<file path="config.mk">
export PLATFORM = sky130hd
export DESIGN_NAME = button_capture_queue
export DESIGN_NICKNAME = d
export VERILOG_FILES = /design/src/rtl/btn_cap_pkg.sv /design/src/rtl/capture_fifo.sv /design/src/rtl/button_capture_queue.sv
export SDC_FILE = /design/constraint.sdc
export NUM_CORES = 1
export LEC_CHECK = 0
export BUFFER_PORTS_ARGS = -buffer_cell sky130_fd_sc_hd__buf_4
export CORE_MARGIN = 2
export CORE_UTILIZATION = 59
export DETAILED_ROUTE_END_ITERATION = 12
export HOLD_SLACK_MARGIN = 0.08
export PLACE_DENSITY = 0.79
export SLEW_MARGIN = 20
export SYNTH_ARGS = -nofsm -noshare
export SYNTH_HDL_FRONTEND = slang
export SYNTH_HIERARCHICAL = 1
export SYNTH_SLANG_ARGS = --single-unit
</file>
<file path="constraint.sdc">
create_clock -name clk -period 3.7 [get_ports clk]
set_input_delay 0.37 -clock clk [delete_from_list [all_inputs] [get_ports clk]]
set_output_delay 0.37 -clock clk [all_outputs]
set_load 0.02 [all_outputs]
</file>
<file path="src/rtl/btn_cap_pkg.sv">
// Shared types and defaults for the button capture queue: FSM states,
// default parameter values and width helpers.
package btn_cap_pkg;

  typedef enum logic [1:0] {
    IDLE,
    HELD,
    REPEAT
  } state_t;

  localparam int DEF_DATA_W        = 18;
  localparam int DEF_DEPTH         = 4;
  localparam int DEF_REPEAT_DELAY  = 25000000;
  localparam int DEF_REPEAT_PERIOD = 5000000;

  function automatic int ptr_w(input int depth);
    return (depth > 1) ? $clog2(depth) : 1;
  endfunction

  // Timer must hold the larger of the two limits minus one; floor at 2 keeps it >= 1 bit.
  function automatic int tmr_w(input int dly, input int per);
    int m;
    m = (dly > per) ? dly : per;
    if (m < 2) m = 2;
    return $clog2(m);
  endfunction

endpackage

</file>
<file path="src/rtl/capture_fifo.sv">
// First-word-fall-through FIFO: head entry is driven straight from storage,
// a push with the queue full is dropped and flagged unless a pop frees a slot.
module capture_fifo
  import btn_cap_pkg::*;
#(
  parameter int DATA_W = DEF_DATA_W,
  parameter int DEPTH  = DEF_DEPTH
) (
  input  logic                       clk,
  input  logic                       n_reset,
  input  logic                       push,
  input  logic [DATA_W-1:0]          push_data,
  input  logic                       pop,
  input  logic                       clr_ovf,
  output logic [DATA_W-1:0]          rd_data,
  output logic                       rd_valid,
  output logic [$clog2(DEPTH):0]     level,
  output logic                       overflow
);

  localparam int PW = ptr_w(DEPTH);
  localparam int LW = $clog2(DEPTH) + 1;

  logic [DEPTH-1:0][DATA_W-1:0] mem;
  logic [PW-1:0]                wr_ptr, rd_ptr;
  logic                         full, empty;
  logic                         do_push, do_pop, drop;

  assign empty   = (level == '0);
  assign full    = (level == LW'(DEPTH));
  assign do_pop  = pop & ~empty;
  // A pop in the same cycle frees the slot the push needs.
  assign do_push = push & (~full | do_pop);
  assign drop    = push & full & ~do_pop;

  assign rd_valid = ~empty;
  assign rd_data  = rd_valid ? mem[rd_ptr] : '0;

  always_ff @(posedge clk or negedge n_reset) begin
    if (!n_reset) begin
      mem      <= '0;
      wr_ptr   <= '0;
      rd_ptr   <= '0;
      level    <= '0;
      overflow <= 1'b0;
    end else begin
      if (do_push) begin
        mem[wr_ptr] <= push_data;
        wr_ptr      <= wr_ptr + PW'(1);
      end
      if (do_pop) rd_ptr <= rd_ptr + PW'(1);
      case ({do_push, do_pop})
        2'b10:   level <= level + LW'(1);
        2'b01:   level <= level - LW'(1);
        default: level <= level;
      endcase
      if (drop)         overflow <= 1'b1;
      else if (clr_ovf) overflow <= 1'b0;
    end
  end

endmodule

</file>
<file path="src/rtl/button_capture_queue.sv">
// Captures the synchronized switch word on each button press (with hold
// auto-repeat) into a small FWFT queue drained by a single-cycle read strobe.
module button_capture_queue
  import btn_cap_pkg::*;
#(
  parameter int DATA_W        = DEF_DATA_W,
  parameter int DEPTH         = DEF_DEPTH,
  parameter int REPEAT_DELAY  = DEF_REPEAT_DELAY,
  parameter int REPEAT_PERIOD = DEF_REPEAT_PERIOD
) (
  input  logic                   clk,
  input  logic                   n_reset,
  input  logic                   button_in,
  input  logic [DATA_W-1:0]      sw_in,
  input  logic                   rd_en,
  input  logic                   clr_ovf,
  output logic [DATA_W-1:0]      rd_data,
  output logic                   rd_valid,
  output logic [$clog2(DEPTH):0] level,
  output logic                   overflow,
  output logic [15:0]            press_count
);

  localparam int TW = tmr_w(REPEAT_DELAY, REPEAT_PERIOD);
  localparam int DLY_I = (REPEAT_DELAY > 0) ? REPEAT_DELAY - 1 : 0;
  localparam int PER_I = (REPEAT_PERIOD > 0) ? REPEAT_PERIOD - 1 : 0;
  localparam logic [TW-1:0] DLY_LAST = TW'(DLY_I);
  localparam logic [TW-1:0] PER_LAST = TW'(PER_I);
  localparam bit            RPT_EN   = (REPEAT_DELAY != 0);

  logic [DATA_W-1:0] sw_meta, sw_sync;
  logic              btn_q, rise;
  state_t            state, state_n;
  logic [TW-1:0]     timer, timer_n;
  logic              push, inc;

  assign rise = button_in & ~btn_q;

  // btn_q resets high so a button held through reset needs a release first.
  always_ff @(posedge clk or negedge n_reset) begin
    if (!n_reset) begin
      sw_meta     <= '0;
      sw_sync     <= '0;
      btn_q       <= 1'b1;
      state       <= IDLE;
      timer       <= '0;
      press_count <= '0;
    end else begin
      sw_meta     <= sw_in;
      sw_sync     <= sw_meta;
      btn_q       <= button_in;
      state       <= state_n;
      timer       <= timer_n;
      if (inc) press_count <= press_count + 16'd1;
    end
  end

  always_comb begin
    state_n = state;
    timer_n = timer;
    push    = 1'b0;
    inc     = 1'b0;
    case (state)
      IDLE: begin
        if (rise) begin
          push    = 1'b1;
          inc     = 1'b1;
          state_n = HELD;
          timer_n = '0;
        end
      end
      HELD: begin
        if (!button_in) begin
          state_n = IDLE;
          timer_n = '0;
        end else if (RPT_EN && timer == DLY_LAST) begin
          push    = 1'b1;
          state_n = REPEAT;
          timer_n = '0;
        end else if (RPT_EN) begin
          timer_n = timer + TW'(1);
        end
      end
      REPEAT: begin
        if (!button_in) begin
          state_n = IDLE;
          timer_n = '0;
        end else if (timer == PER_LAST) begin
          push    = 1'b1;
          timer_n = '0;
        end else begin
          timer_n = timer + TW'(1);
        end
      end
      default: begin
        state_n = IDLE;
        timer_n = '0;
      end
    endcase
  end

  capture_fifo #(
    .DATA_W (DATA_W),
    .DEPTH  (DEPTH)
  ) u_fifo (
    .clk       (clk),
    .n_reset   (n_reset),
    .push      (push),
    .push_data (sw_sync),
    .pop       (rd_en),
    .clr_ovf   (clr_ovf),
    .rd_data   (rd_data),
    .rd_valid  (rd_valid),
    .level     (level),
    .overflow  (overflow)
  );

endmodule

</file>
==> results.yml <==
detailed_routing:
  avgViaCountPerCell: 5.56
  drt_iter0_drc: 374
  remaining_drc_errors: 0
  drtAntennaViolNets: 0
  num_vias: 4143
  finalWirelength_mm: 13.0
  drt_first_pass_iters: 4
  wire_per_inst_um: 17.5
floorplan:
  pin_count: 62
  die_w_um: 112
  die_h_um: 112
  core_area_um2: 11400
  die-area_um2: 12600
  start_util: 0.605
  rows: 39
cts:
  cts_htree_levels: 4
  numClockSinks: 160
  cts_resized: 0
  root_buffer: "clkbuf_16"
  insertion_delay_ns: 0.43
  cts_tree: "done"
  clkTransAtPathRegs_ns: 0.06
  cts_made_buffers: 17
  cts_buffer_depth: 2
timing:
  rsz0062_at_grt: "false"
  maxSlewHeadroom: 0.323
  finalSetupTns_ns: 0
  tightest_slew_ns: 1.02
  finClkSkew_ns: 0.0112
  whs_ns: 0.0791
  setup_viol: 0
  hold_viol: 0
  finalCritPeriodShare: 0.818
  slew_viol_final: 0
  max_freq_mhz: 331
  fin_crit_ns: 3.03
power:
  power_leakage_nw: 3.68
  p_seq_frac: 0.394
  clkPwrFrac: 0.282
  swShare: 0.304
  cell_internal_pwr_mw: 4.61
  p_sw_mw: 2.01
  power.density_nw_per_um2: 795
  p_comb_frac: 0.324
  p_total_mw: 6.62
  vdd_drop_max_uv: 838
synthesis:
  yosysUniqueCellTypes: 44
  synthTopCellsByArea: "dfrtp_1, mux2_2, mux4_2, xnor2_1, nor2_2"
  ys_seq_area_frac: 0.580
  synthesis.area_um2: 6910
  synth_warnings: 6
  synth_compound_area_frac: 0.0172
  synth_nets: 533
  synth_flop_cell: "dfrtp_1"
  synth_seq_cells: 160
  synth-simple-area-share: 0.121
  synthAdderAreaFrac: 0.0228
  synth_edf_count: 0
  async_flop_share: 1.00
  synth_top_family_by_area: "multiplexers"
  avgSynthCellArea_um2: 13.9
  synth_top_cell_by_area: "dfrtp_1"
  syn-instance-count: 498
  synthMuxAreaShare: 0.182
  synth_top_area_frac: 0.576
  synth_xor_area_frac: 0.0533
critical_path:
  worst-r2r-setup-slack_ns: 0.67
  cp.depth: 12
  crit_start: "timer[10]$_DFFE_PN0P_"
  crit_required_ns: 4.00
  path_class: "reg -> reg"
  cp_slowest_stage_delay_ns: 0.56
  cpMostUsedCell: "xor2_1"
  path_buf_inv: 1
  r2r_start: "timer[10]$_DFFE_PN0P_"
  worstRegToRegCells: 12
  critPathCapture: "u_fifo/level[2]$_DFFE_PN0P_"
  r2r_end: "u_fifo/level[2]$_DFFE_PN0P_"
  start_kind: "flop"
  crit_arrival_ns: 3.33
  critPathCaptureType: "flop"
  crit_chain: "or4b_4, nor4_4, and3_2, o2bb2ai_1, o21ba_2, nand2b_1, ha_1, inv_1, fa_1, xor2_1, nor2_1, xor2_1"
  crit_path_top_delay_cell: "or4b_4"
  crit_family: "simple AND/OR/NAND/NOR gates"
  path_max_fanout: 6
layout:
  n_antenna_cell: 0
  area_delta_synth_final_pct: 20.5
  nNetsFinal: 624
  drive_above_1_share: 0.375
  fin_cells: 745
  postLayoutCellArea_um2: 8320
grt:
  first_global_vias: 4424
  grtUsageTotal: 0.225
  antenna_found_initial: 0
  grt_start_max_net_pins: 126
  gr-total-overflow: 0
  grt_pass1_wl_mm: 22.1
placed_design:
  port_buffers: 61
  dp.cells: 694
  place.gp.congestion: 0.896
  dpl_cell_area_um2: 7490
  hpwl_mm: 8.03
run:
  cap_violations: 0
hold_path:
  hold_class: "in -> async"
outcome:
  status: "complete, no violations"
-- placed cells by master, fill, tap and decap left out, types with 2 or more instances in the layout --
master         count
clkbuf_8           5
dfrtp_1          159
a211o_1            2
clkinv_2           4
nor2_1            11
inv_1             11
nor3_1            10
xor2_1            14
nand4_1            5
dlygate4sd3_1     19
nand2b_1           2
nand3_1           20
xnor2_1           28
nor4_1             7
a21oi_1            4
and3_2             2
or3_1              3
mux2_2            75
and3_1             2
mux4_2            18
bufinv_16          4
buf_4             68
nor2_2            24
ha_1              11
nand2_1           28
clkbuf_16         17
o21ai_0            5
and2_1            22
-- metal layers --
metal | track usage | share of wire
met4 | 0.0699 | 0.010
met2 | 0.371 | 0.51
met1 | 0.289 | 0.44
met5 | 0 | 0
met3 | 0.0670 | 0.040
-- timing repair --
item / CTS / global route
hold endpoints to repair: 19 / 0
buffers inserted: 0 / 0
hold buffers: 19 / 0
-- per-stage QoR --
step / utilization / setup slack [ns]
global placement: 0.656 / 0.813
finish: 0.729 / 0.674
global route: 0.729 / 0.463
CTS: 0.729 / 0.704
floorplan: - / 0.927
detailed placement: 0.656 / 0.736
-- layout make-up --
| class | instances | area [um2] |
|---|---|---|
| inverters | 11 | 41.3 |
| well taps | 143 | 179 |
| clock buffers | 22 | 484 |
| multi-input cells | 311 | 2740 |
| clock inverters | 10 | 156 |
| fillers | 757 | 3100 |
| flip-flops and latches | 160 | 4010 |
| repair buffers | 88 | 714 |
-- power groups by stage --
stage          clock network, mW  registers (mW)  logic, mW
5_1_grt                     1.98            2.67       2.32
4_1_cts                     1.90            2.61       2.17
3_5_place_dp                   0            2.63       2.14
6_report                    1.87            2.61       2.15
3_3_place_gp                   0            2.58       2.07
2_1_floorplan                  0            2.50       1.55
-- state kept, by name, summed over array words and instances (netlist names) --
register,flops
timer,25
u_fifo/level,3
u_fifo/mem,72
sw_meta,18
u_fifo/rd_ptr,2
state,2
press_count,16
btn_q,1
sw_sync,18
u_fifo/overflow,1
u_fifo/wr_ptr,2
-- synth_stat cells, types with 3 or more instances --
library cell,count
dfrtp_1,159
mux2_2,75
nand2_1,28
xnor2_1,28
nor2_2,24
and2_1,22
nand3_1,20
mux4_2,18
xor2_1,14
ha_1,11
inv_1,11
nor2_1,11
nor3_1,10
buf_6,7
nor4_1,7
clkbuf_1,5
nand4_1,5
o21ai_0,5
a21oi_1,4
buf_2,4
or3_1,3
-- kinds of logic (layout without fill, tap and decap cells) --
| family | after synthesis | in the layout |
|---|---|---|
| compound gates | 18 | 18 |
| xor+xnor | 42 | 42 |
| fa+ha+maj | 12 | 12 |
| buf+inv | 27 | 131 |
| flops | 160 | 160 |
| mux | 94 | 94 |
| simple gates | 145 | 145 |
-- worst min path at each step --
stage          slack, ns                     endpoint  cells after the start                  start
6_report            0.08        sw_sync[11]$_DFF_PN0_                      1                n_reset
4_1_cts             0.12  u_fifo/overflow$_DFFE_PN0P_                      2                clr_ovf
3_5_place_dp        0.34        sw_sync[17]$_DFF_PN0_                      0  sw_meta[17]$_DFF_PN0_
5_1_grt             0.15  u_fifo/overflow$_DFFE_PN0P_                      2                clr_ovf
3_3_place_gp        0.33         sw_sync[3]$_DFF_PN0_                      0   sw_meta[3]$_DFF_PN0_
2_1_floorplan       0.07   press_count[0]$_DFFE_PN0P_                      0                n_reset
Note: power is estimated with default switching activity, not from simulation.
